**config.mk**
```make
export PLATFORM = sky130hd
export DESIGN_NAME = seletor_mapas_n_flat
export DESIGN_NICKNAME = d
export VERILOG_FILES = /design/src/rtl/seletor_mapas_n_if.sv /design/src/rtl/seletor_mapas_n.sv /design/src/flat_wrapper.sv
export SDC_FILE = /design/constraint.sdc
export NUM_CORES = 1
export LEC_CHECK = 0
export CAP_MARGIN = 20
export CORE_MARGIN = 5
export CORE_UTILIZATION = 48
export CTS_CLUSTER_DIAMETER = 40
export DETAILED_ROUTE_END_ITERATION = 10
export HOLD_SLACK_MARGIN = 0.06
export PLACE_DENSITY = 0.76
export SETUP_SLACK_MARGIN = 0.4
export SKIP_CTS_REPAIR_TIMING = 1
export SYNTH_ARGS = -nofsm -noshare
export SYNTH_HDL_FRONTEND = slang
export SYNTH_SLANG_ARGS = --single-unit
```
**constraint.sdc**
```tcl
create_clock -name clk -period 2.02 [get_ports clk]
set_input_delay 0.303 -clock clk [delete_from_list [all_inputs] [get_ports clk]]
set_output_delay 0.303 -clock clk [all_outputs]
set_load 0.1 [all_outputs]
```
**src/rtl/seletor_mapas_n_if.sv**
```systemverilog
// Map-selector bus: packed map inputs, control strobes and registered display-side outputs.
// Strobes (carregar, proximo) are single-cycle pulses taken on the clock edge they are high; there is no back-pressure.
interface seletor_mapas_n_if #(
   parameter int N_MAPAS = 4,
   parameter int LARGURA = 7
);
   localparam int IW = (N_MAPAS > 2) ? $clog2(N_MAPAS) : 1;

   logic [N_MAPAS*LARGURA-1:0] mapas;
   logic [IW-1:0]              sel_in;
   logic                       carregar;
   logic                       proximo;
   logic                       auto_en;
   logic                       pisca_en;
   logic [LARGURA-1:0]         out;
   logic [IW-1:0]              idx_atual;
   logic                       troca;
   logic                       erro;

   modport master (
      output mapas, sel_in, carregar, proximo, auto_en, pisca_en,
      input  out, idx_atual, troca, erro
   );

   modport slave (
      input  mapas, sel_in, carregar, proximo, auto_en, pisca_en,
      output out, idx_atual, troca, erro
   );
endinterface

```
**src/rtl/seletor_mapas_n.sv**
```systemverilog
// N-way map selector with direct load, step, timed auto-scan, blink and change strobe.
// The output register is fed from the next-state index so out and idx_atual move together.
module seletor_mapas_n #(
   parameter int N_MAPAS = 4,
   parameter int LARGURA = 7,
   parameter int PERIODO = 50000000,
   parameter int PISCA   = 25000000
) (
   input  logic             clk,
   input  logic             reset,
   seletor_mapas_n_if.slave bus
);
   localparam int IW  = (N_MAPAS > 2) ? $clog2(N_MAPAS) : 1;
   localparam int IW1 = IW + 1;
   localparam int PW  = (PERIODO > 2) ? $clog2(PERIODO) : 1;
   localparam int BW  = (PISCA > 2) ? $clog2(PISCA) : 1;

   localparam logic [IW-1:0] IDX_ULT   = IW'(N_MAPAS - 1);
   localparam logic [IW:0]   IDX_LIM   = IW1'(N_MAPAS);
   localparam logic [PW-1:0] SCAN_ULT  = PW'(PERIODO - 1);
   localparam logic [BW-1:0] PISCA_ULT = BW'(PISCA - 1);

   localparam logic [0:0] FASE_VISIVEL = 1'b0;
   localparam logic [0:0] FASE_OCULTA  = 1'b1;

   logic [IW-1:0]      idx_q, idx_d;
   logic [LARGURA-1:0] out_q, out_d;
   logic               troca_q;
   logic               erro_q, erro_d;
   logic [PW-1:0]      scan_q, scan_d;
   logic [BW-1:0]      blink_q, blink_d;
   logic [0:0]         fase_q, fase_d;
   logic               tick;
   logic               mudou;

   logic [LARGURA-1:0] mapa [N_MAPAS];

   for (genvar k = 0; k < N_MAPAS; k++) begin : g_mapa
      assign mapa[k] = bus.mapas[k*LARGURA +: LARGURA];
   end

   function automatic logic [IW-1:0] seguinte(input logic [IW-1:0] i);
      return (i == IDX_ULT) ? '0 : i + IW'(1);
   endfunction

   // Priority carregar > proximo > auto tick; lower-priority events are dropped.
   always_comb begin
      idx_d  = idx_q;
      erro_d = 1'b0;
      tick   = bus.auto_en && (scan_q == SCAN_ULT);
      if (bus.carregar) begin
         if ({1'b0, bus.sel_in} < IDX_LIM) idx_d = bus.sel_in;
         else                              erro_d = 1'b1;
      end else if (bus.proximo || tick) begin
         idx_d = seguinte(idx_q);
      end
      mudou = (idx_d != idx_q);
   end

   // Any accepted strobe, valid or not, restarts the scan period.
   always_comb begin
      scan_d = scan_q + PW'(1);
      if (!bus.auto_en || bus.carregar || bus.proximo || tick) scan_d = '0;
   end

   // A new index always starts in the visible phase with a fresh half-period.
   always_comb begin
      blink_d = blink_q + BW'(1);
      fase_d  = fase_q;
      if (!bus.pisca_en || mudou) begin
         blink_d = '0;
         fase_d  = FASE_VISIVEL;
      end else if (blink_q == PISCA_ULT) begin
         blink_d = '0;
         fase_d  = (fase_q == FASE_VISIVEL) ? FASE_OCULTA : FASE_VISIVEL;
      end
      out_d = (fase_d == FASE_VISIVEL) ? mapa[idx_d] : '0;
   end

   always_ff @(posedge clk) begin
      if (reset) begin
         idx_q   <= '0;
         out_q   <= '0;
         troca_q <= 1'b0;
         erro_q  <= 1'b0;
         scan_q  <= '0;
         blink_q <= '0;
         fase_q  <= FASE_VISIVEL;
      end else begin
         idx_q   <= idx_d;
         out_q   <= out_d;
         troca_q <= mudou;
         erro_q  <= erro_d;
         scan_q  <= scan_d;
         blink_q <= blink_d;
         fase_q  <= fase_d;
      end
   end

   assign bus.out       = out_q;
   assign bus.idx_atual = idx_q;
   assign bus.troca     = troca_q;
   assign bus.erro      = erro_q;
endmodule

```
**src/flat_wrapper.sv**
```systemverilog
// flat-port wrapper written by rule: the top's interface ports become plain ports
module seletor_mapas_n_flat 
#(
   parameter int N_MAPAS = 4,
   parameter int LARGURA = 7,
   parameter int PERIODO = 50000000,
   parameter int PISCA   = 25000000
)
  (clk, reset, bus_mapas, bus_sel_in, bus_carregar, bus_proximo, bus_auto_en, bus_pisca_en, bus_out, bus_idx_atual, bus_troca, bus_erro);
  seletor_mapas_n_if #(.N_MAPAS(N_MAPAS), .LARGURA(LARGURA)) bus_i ();
  input  logic clk;
  input  logic reset;
  input wire logic [$bits(bus_i.mapas)-1:0] bus_mapas;
  input wire logic [$bits(bus_i.sel_in)-1:0] bus_sel_in;
  input wire logic [$bits(bus_i.carregar)-1:0] bus_carregar;
  input wire logic [$bits(bus_i.proximo)-1:0] bus_proximo;
  input wire logic [$bits(bus_i.auto_en)-1:0] bus_auto_en;
  input wire logic [$bits(bus_i.pisca_en)-1:0] bus_pisca_en;
  output wire logic [$bits(bus_i.out)-1:0] bus_out;
  output wire logic [$bits(bus_i.idx_atual)-1:0] bus_idx_atual;
  output wire logic [$bits(bus_i.troca)-1:0] bus_troca;
  output wire logic [$bits(bus_i.erro)-1:0] bus_erro;
  assign bus_i.mapas = bus_mapas;
  assign bus_i.sel_in = bus_sel_in;
  assign bus_i.carregar = bus_carregar;
  assign bus_i.proximo = bus_proximo;
  assign bus_i.auto_en = bus_auto_en;
  assign bus_i.pisca_en = bus_pisca_en;
  assign bus_out = bus_i.out;
  assign bus_idx_atual = bus_i.idx_atual;
  assign bus_troca = bus_i.troca;
  assign bus_erro = bus_i.erro;
  seletor_mapas_n #(.N_MAPAS(N_MAPAS), .LARGURA(LARGURA), .PERIODO(PERIODO), .PISCA(PISCA)) u_core (.clk(clk), .reset(reset), .bus(bus_i));
endmodule
```
---- Yosys cells after proc, flatten, opt, wreduce, memory -nomap -nowiden ----
Index checks and enable logic that the tools add are counted.
word-level totals
  bits in registers ....................... 62
  word-level logic and storage cells ...... 35
  output and inout bits ................... 11
  bits of input ports ..................... 36
operators by class
  bitwise gates (word level) .............. 1
  multiplexer cells ....................... 9
  $add $sub $neg .......................... 3
  reduce and logical (&&, ||, !) cells .... 11
  equality and inequality tests ........... 4
  magnitude comparators ................... 1
operators by type and width
  operator                                                         number
  26-bit by 1-bit adder with 26-bit output, second input constant  1
  26-bit == test, second input constant                            1
  25-bit by 1-bit adder with 25-bit output, second input constant  1
  25-bit == test, second input constant                            1
  7-bit binary-select mux with 2-bit select                        1
  7-bit 2-to-1 mux                                                 2
  2-bit 2-to-1 mux                                                 3
  1-bit logical OR                                                 5
  2-bit OR reduction                                               2
  3-bit >= comparator, second input constant                       1
  1-bit 2-to-1 mux                                                 3
  2-bit NOT with 3-bit output                                      1
  3-bit OR reduction                                               1
  2-bit by 1-bit adder with 2-bit output, second input constant    1
  2-bit == test, second input constant                             1
  1-bit zero test                                                  2
  2-bit != test                                                    1
  1-bit logical AND                                                1

---- Depth between registers and ports, before layout ----
  word-level depth ........................ 9
  depth in mapped cells ................... 9
  depth with buffers taken out ............ 7

---- Least setup slack after synthesis ----
No wires, ideal clock.
  path type ............................... register -> register
  start ................................... register u_core.idx_q[0], in the netlist u_core.bus.idx_atual[0]
  end ..................................... register u_core.out_q[0], in the netlist u_core.bus.out[0]
  arrival time ............................ 2.616 ns
  path buffers ............................ 1
  setup slack ............................. -0.734 ns
  stages on the path, launching flop included .. 9
  required time ........................... 1.882 ns
  cells stage by stage .................... dfxtp_1 ha_1 nor2_1 and4_1 a22o_1 or3_1 clkbuf_1 a221oi_1 a211oi_1
on the way
  cells in the longest elaborated chain, start to end .. 8
RTL lines
  item                                                                                line                                          text
  start: declaration                                                                  seletor_mapas_n.sv:26                         logic [IW-1:0] idx_q, idx_d;
  start signal: assignment                                                            seletor_mapas_n.sv:90                         idx_q <= idx_d;
  2-bit by 1-bit adder with 2-bit output or 2-bit == test (tied branches)             seletor_mapas_n.sv:43                         return (i == IDX_ULT) ? '0 : i + IW'(1);
  2-bit 2-to-1 mux                                                                    seletor_mapas_n.sv:43
  2-bit 2-to-1 mux                                                                    seletor_mapas_n.sv:54                         end else if (bus.proximo || tick) begin
  2-bit 2-to-1 mux                                                                    seletor_mapas_n.sv:51                         if (bus.carregar) begin
  2-bit NOT with 3-bit output (implied by the code) or 2-bit != test (tied branches)  seletor_mapas_n.sv:77, seletor_mapas_n.sv:57
  7-bit binary-select mux with 2-bit select or 1-bit logical OR (tied branches)       seletor_mapas_n.sv:77, seletor_mapas_n.sv:70
  7-bit 2-to-1 mux (implied by the code) or 1-bit 2-to-1 mux (tied branches)          seletor_mapas_n.sv:77, seletor_mapas_n.sv:70
  7-bit 2-to-1 mux (implied by the code) or 2-bit OR reduction (tied branches)        n/a
  end signal: assignment                                                              seletor_mapas_n.sv:91                         out_q <= out_d;
  end: declaration                                                                    seletor_mapas_n.sv:27                         logic [LARGURA-1:0] out_q, out_d;
Parallel ways exist; a longest one is shown, timed or not. The select of a mux whose other input is x is not followed.
A chain may end at the register's enable or synchronous reset.

---- Worst setup path after layout ----
  start ................................... register u_core.scan_q[1]
  end ..................................... register u_core.out_q[5], in the netlist u_core.bus.out[5]
on the way
  cells in the longest elaborated chain, start to end .. 9
RTL lines
  item                                                                                line                                          text
  start: declaration                                                                  seletor_mapas_n.sv:30                         logic [PW-1:0] scan_q, scan_d;
  start signal: assignment                                                            seletor_mapas_n.sv:94                         scan_q <= scan_d;
  26-bit == test *                                                                    seletor_mapas_n.sv:50                         tick = bus.auto_en && (scan_q == SCAN_ULT);
  1-bit logical AND *                                                                 seletor_mapas_n.sv:50
  1-bit logical OR *                                                                  seletor_mapas_n.sv:54
  2-bit 2-to-1 mux *                                                                  seletor_mapas_n.sv:54
  2-bit 2-to-1 mux *                                                                  seletor_mapas_n.sv:51
  2-bit NOT with 3-bit output (implied by the code) or 2-bit != test (tied branches)  seletor_mapas_n.sv:77, seletor_mapas_n.sv:57
  7-bit binary-select mux with 2-bit select or 1-bit logical OR (tied branches)       seletor_mapas_n.sv:77, seletor_mapas_n.sv:70
  7-bit 2-to-1 mux (implied by the code) or 1-bit 2-to-1 mux (tied branches)          seletor_mapas_n.sv:77, seletor_mapas_n.sv:70
  7-bit 2-to-1 mux (implied by the code) or 2-bit OR reduction (tied branches)        n/a
Every way passes the cells marked *; elsewhere a longest branch is shown, timed or not. The select of a mux whose other input is x is not followed.

==> results.toml <==
[worst_setup_path]
cp-start-kind = "register"
crit_chain = "ha_4, nand3_4, nor4_4, buf_4, a21oi_2, buf_4, o31ai_4, buf_12, mux2i_1, a211oi_2"
reg2regPathDepth = 10
worstSetupStartpoint = "u_core.scan_q[1]"
worst-path-buf-inv = 3
slowest_delay_ns = 0.36
worst_ep_required_time_ns = 2.25
cp-endpoint = "u_core.bus.out[5]"
worstPathMaxFanout = 15
cp_common_cell = "buf_4"
path_depth = 10
crit_slowest_cell = "dfxtp_2"
cp-end-kind = "register"
critPathArrivalTime_ns = 2.34
r2r_end = "u_core.bus.out[5]"
cp_top_family = "buffers and inverters"
r2r_setup_slack_ns = -0.09
r2r_start = "u_core.scan_q[1]"
path_class = "register to register"

[global_route]
met3_usage = 0.0442
grt_pass1_vias = 2474
grt.total_usage = 0.179
grtUsageMet1 = 0.217
grt_first_pass_wirelength_um = 11000
top_usage_layer = "met2"
grt_max_degree = 27
grt_remaining_overflow = 0
antenna_found_initial = 0
grtUsageMet2 = 0.303

[synth]
synth_area_um2 = 2930
async_reset_ff_frac = 0
synthCells = 330
yosysWarnings = 0
synth_nets = 369
synthFlopType = "dfxtp_1"
yosysSeqAreaShare = 0.424
synth-seq-cells = 62
yosysUniqueCellTypes = 44
synth_edf_count = 0
syn_area_per_cell_um2 = 8.88

[power]
cellLeakagePower_nw = 1.70
peakVddDrop_v = 0.000713
powerDensity_nw_per_um2 = 668
total_power_w = 0.00311

[cells_and_area]
layout_common_cells = "62 x buf_4, 49 x dfxtp_1, 47 x nor2_1"
syn2layout_area_growth_pct = 58.9
fin_cells = 523
final_nets = 482
final_common_cell = "buf_4"
postLayoutCoreUtil = 0.786
drive_gt1_frac = 0.364
antenna_cells = 0

[sta]
hold_viol = 0
finalMaxSlewViolations = 0
rsz0062_at_grt = "yes"
tns_ns = -0.471
setup_viol = 10
post-route-period-util = 1.04
clock-skew-final_ns = 0.00746
layout_min_cycle_time_ns = 2.11
setup_ws_ns = -0.0889
relSlewSlack = 0.596
worst_pin_slew_ns = 0.600
timing.fmax_ghz = 0.474

[route]
vias_per_cell = 5.33
drt_first_pass_iters = 4
antenna_left = 0
drc_errors = 0
drt_iter0_drc = 84
wl_per_cell_um = 16.1
vias = 2787
wirelength_um = 8400

[cts]
clk_latency_ns = 0.35
clock_sinks = 62
ctsLongestPathBuffers = 2
h-tree-depth = 3
cts_root_buf = "clkbuf_8"
cts_tree = "done"
cts_buffers = 9
cts.clk_slew.worst_paths_ns = 0.07

[run_status]
status = "complete, but fails checks"
violations = "setup timing"

[place]
dp_hpwl_um = 4850
dp_cells = 488
port_buffers = 45
pre_cts_ws_ns = -0.572
place.gp.congestion = 0.820

[die]
die_w_um = 88.1
rows = 28
io_pins = 47
die_y_um = 88.1
core_um2 = 5920
die_area_um2 = 7760
start_util = 0.495

[hold_path]
hp-class = "register to register"

[job]
drv_cap = 0
-- registers in the layout (all words and copies together), names as in the netlist --
name	count
u_core.bus.troca	1
u_core.bus.out	7
u_core.scan_q	26
u_core.fase_q	1
u_core.blink_q	25
u_core.bus.idx_atual	2
-- cell type report --
cell class              instances  area, µm²
multi-input cells             250       1960
well taps                      75       93.8
flip-flops and latches         62       1260
repair buffers                112       1070
clock inverters                 7        120
clock buffers                   9        124
inverters                       8       30.0
fillers                       329       1270
-- where the power goes --
group	leakage [nW]	total, W	internal (W)	switching (W)
Sequential	0.509	0.00126	0.00124	0.0000125
Clock	0.120	0.00136	0.000823	0.000534
Combinational	1.07	0.000496	0.000204	0.000292
-- worst reg2reg max path: cells and delay by family, from the launching register on --
| kind | cells | cell delay [ns] |
|---|---|---|
| flip-flops | 1 | 0.36 |
| AO/OA/AOI/OAI | 3 | 0.36 |
| AND/OR/NAND/NOR | 2 | 0.35 |
| buffers and inverters | 3 | 0.51 |
| adder cells (fa/ha/maj) | 1 | 0.15 |
| multiplexers | 1 | 0.25 |
-- logic make-up after synthesis --
family                   count (synthesis)  synth area share
other                                    1           0.00128
multiplexers                             8            0.0273
flip-flops                              62             0.424
AO/OA/AOI/OAI                           27            0.0816
AND/OR/NAND/NOR                        162             0.278
buffers and inverters                   18            0.0290
adder cells (fa/ha/maj)                  3            0.0128
XOR/XNOR                                49             0.147
-- cells in the mapped netlist, drive strengths merged, types with 4 or more instances --
library cell	instances	area, µm²
a211oi	9	77.6
a221oi	7	61.3
and2	9	56.3
and3	5	31.3
buf	7	43.8
dfxtp	62	1240
inv	8	30.0
mux2i	8	80.1
nand2	20	75.1
nand2b	4	25.0
nand3	15	80.1
nand4	13	87.6
nor2	70	263
nor3	7	35.0
xnor2	18	158
xor2	31	272
-- through the flow --
step                area [µm²]  hold WS [ns]
finish                    4650         0.529
global route              4650         0.577
CTS                       4160         0.537
detailed placement        3910         0.518
global placement          3910         0.498
floorplan                 3100         0.366
-- per-layer routing --
metal	up-vias	wire length, µm
li1	1363	-
met1	1341	3310
met2	62	4480
met3	21	446
met4	0	164
met5	-	0
-- how the worst min path moves through the flow --
stage                     cells after the start               from  slack (ns)                      end
after floorplan                               1              reset        0.37  u_core.bus.idx_atual[0]
after global placement                        2  u_core.blink_q[4]        0.50        u_core.blink_q[4]
after detailed placement                      2  u_core.blink_q[4]        0.52        u_core.blink_q[4]
after CTS                                     2  u_core.blink_q[4]        0.54        u_core.blink_q[4]
after global routing                          2   u_core.scan_q[0]        0.58         u_core.scan_q[0]
final                                         2  u_core.blink_q[4]        0.53        u_core.blink_q[4]
Power figures use the tool's default switching activity.
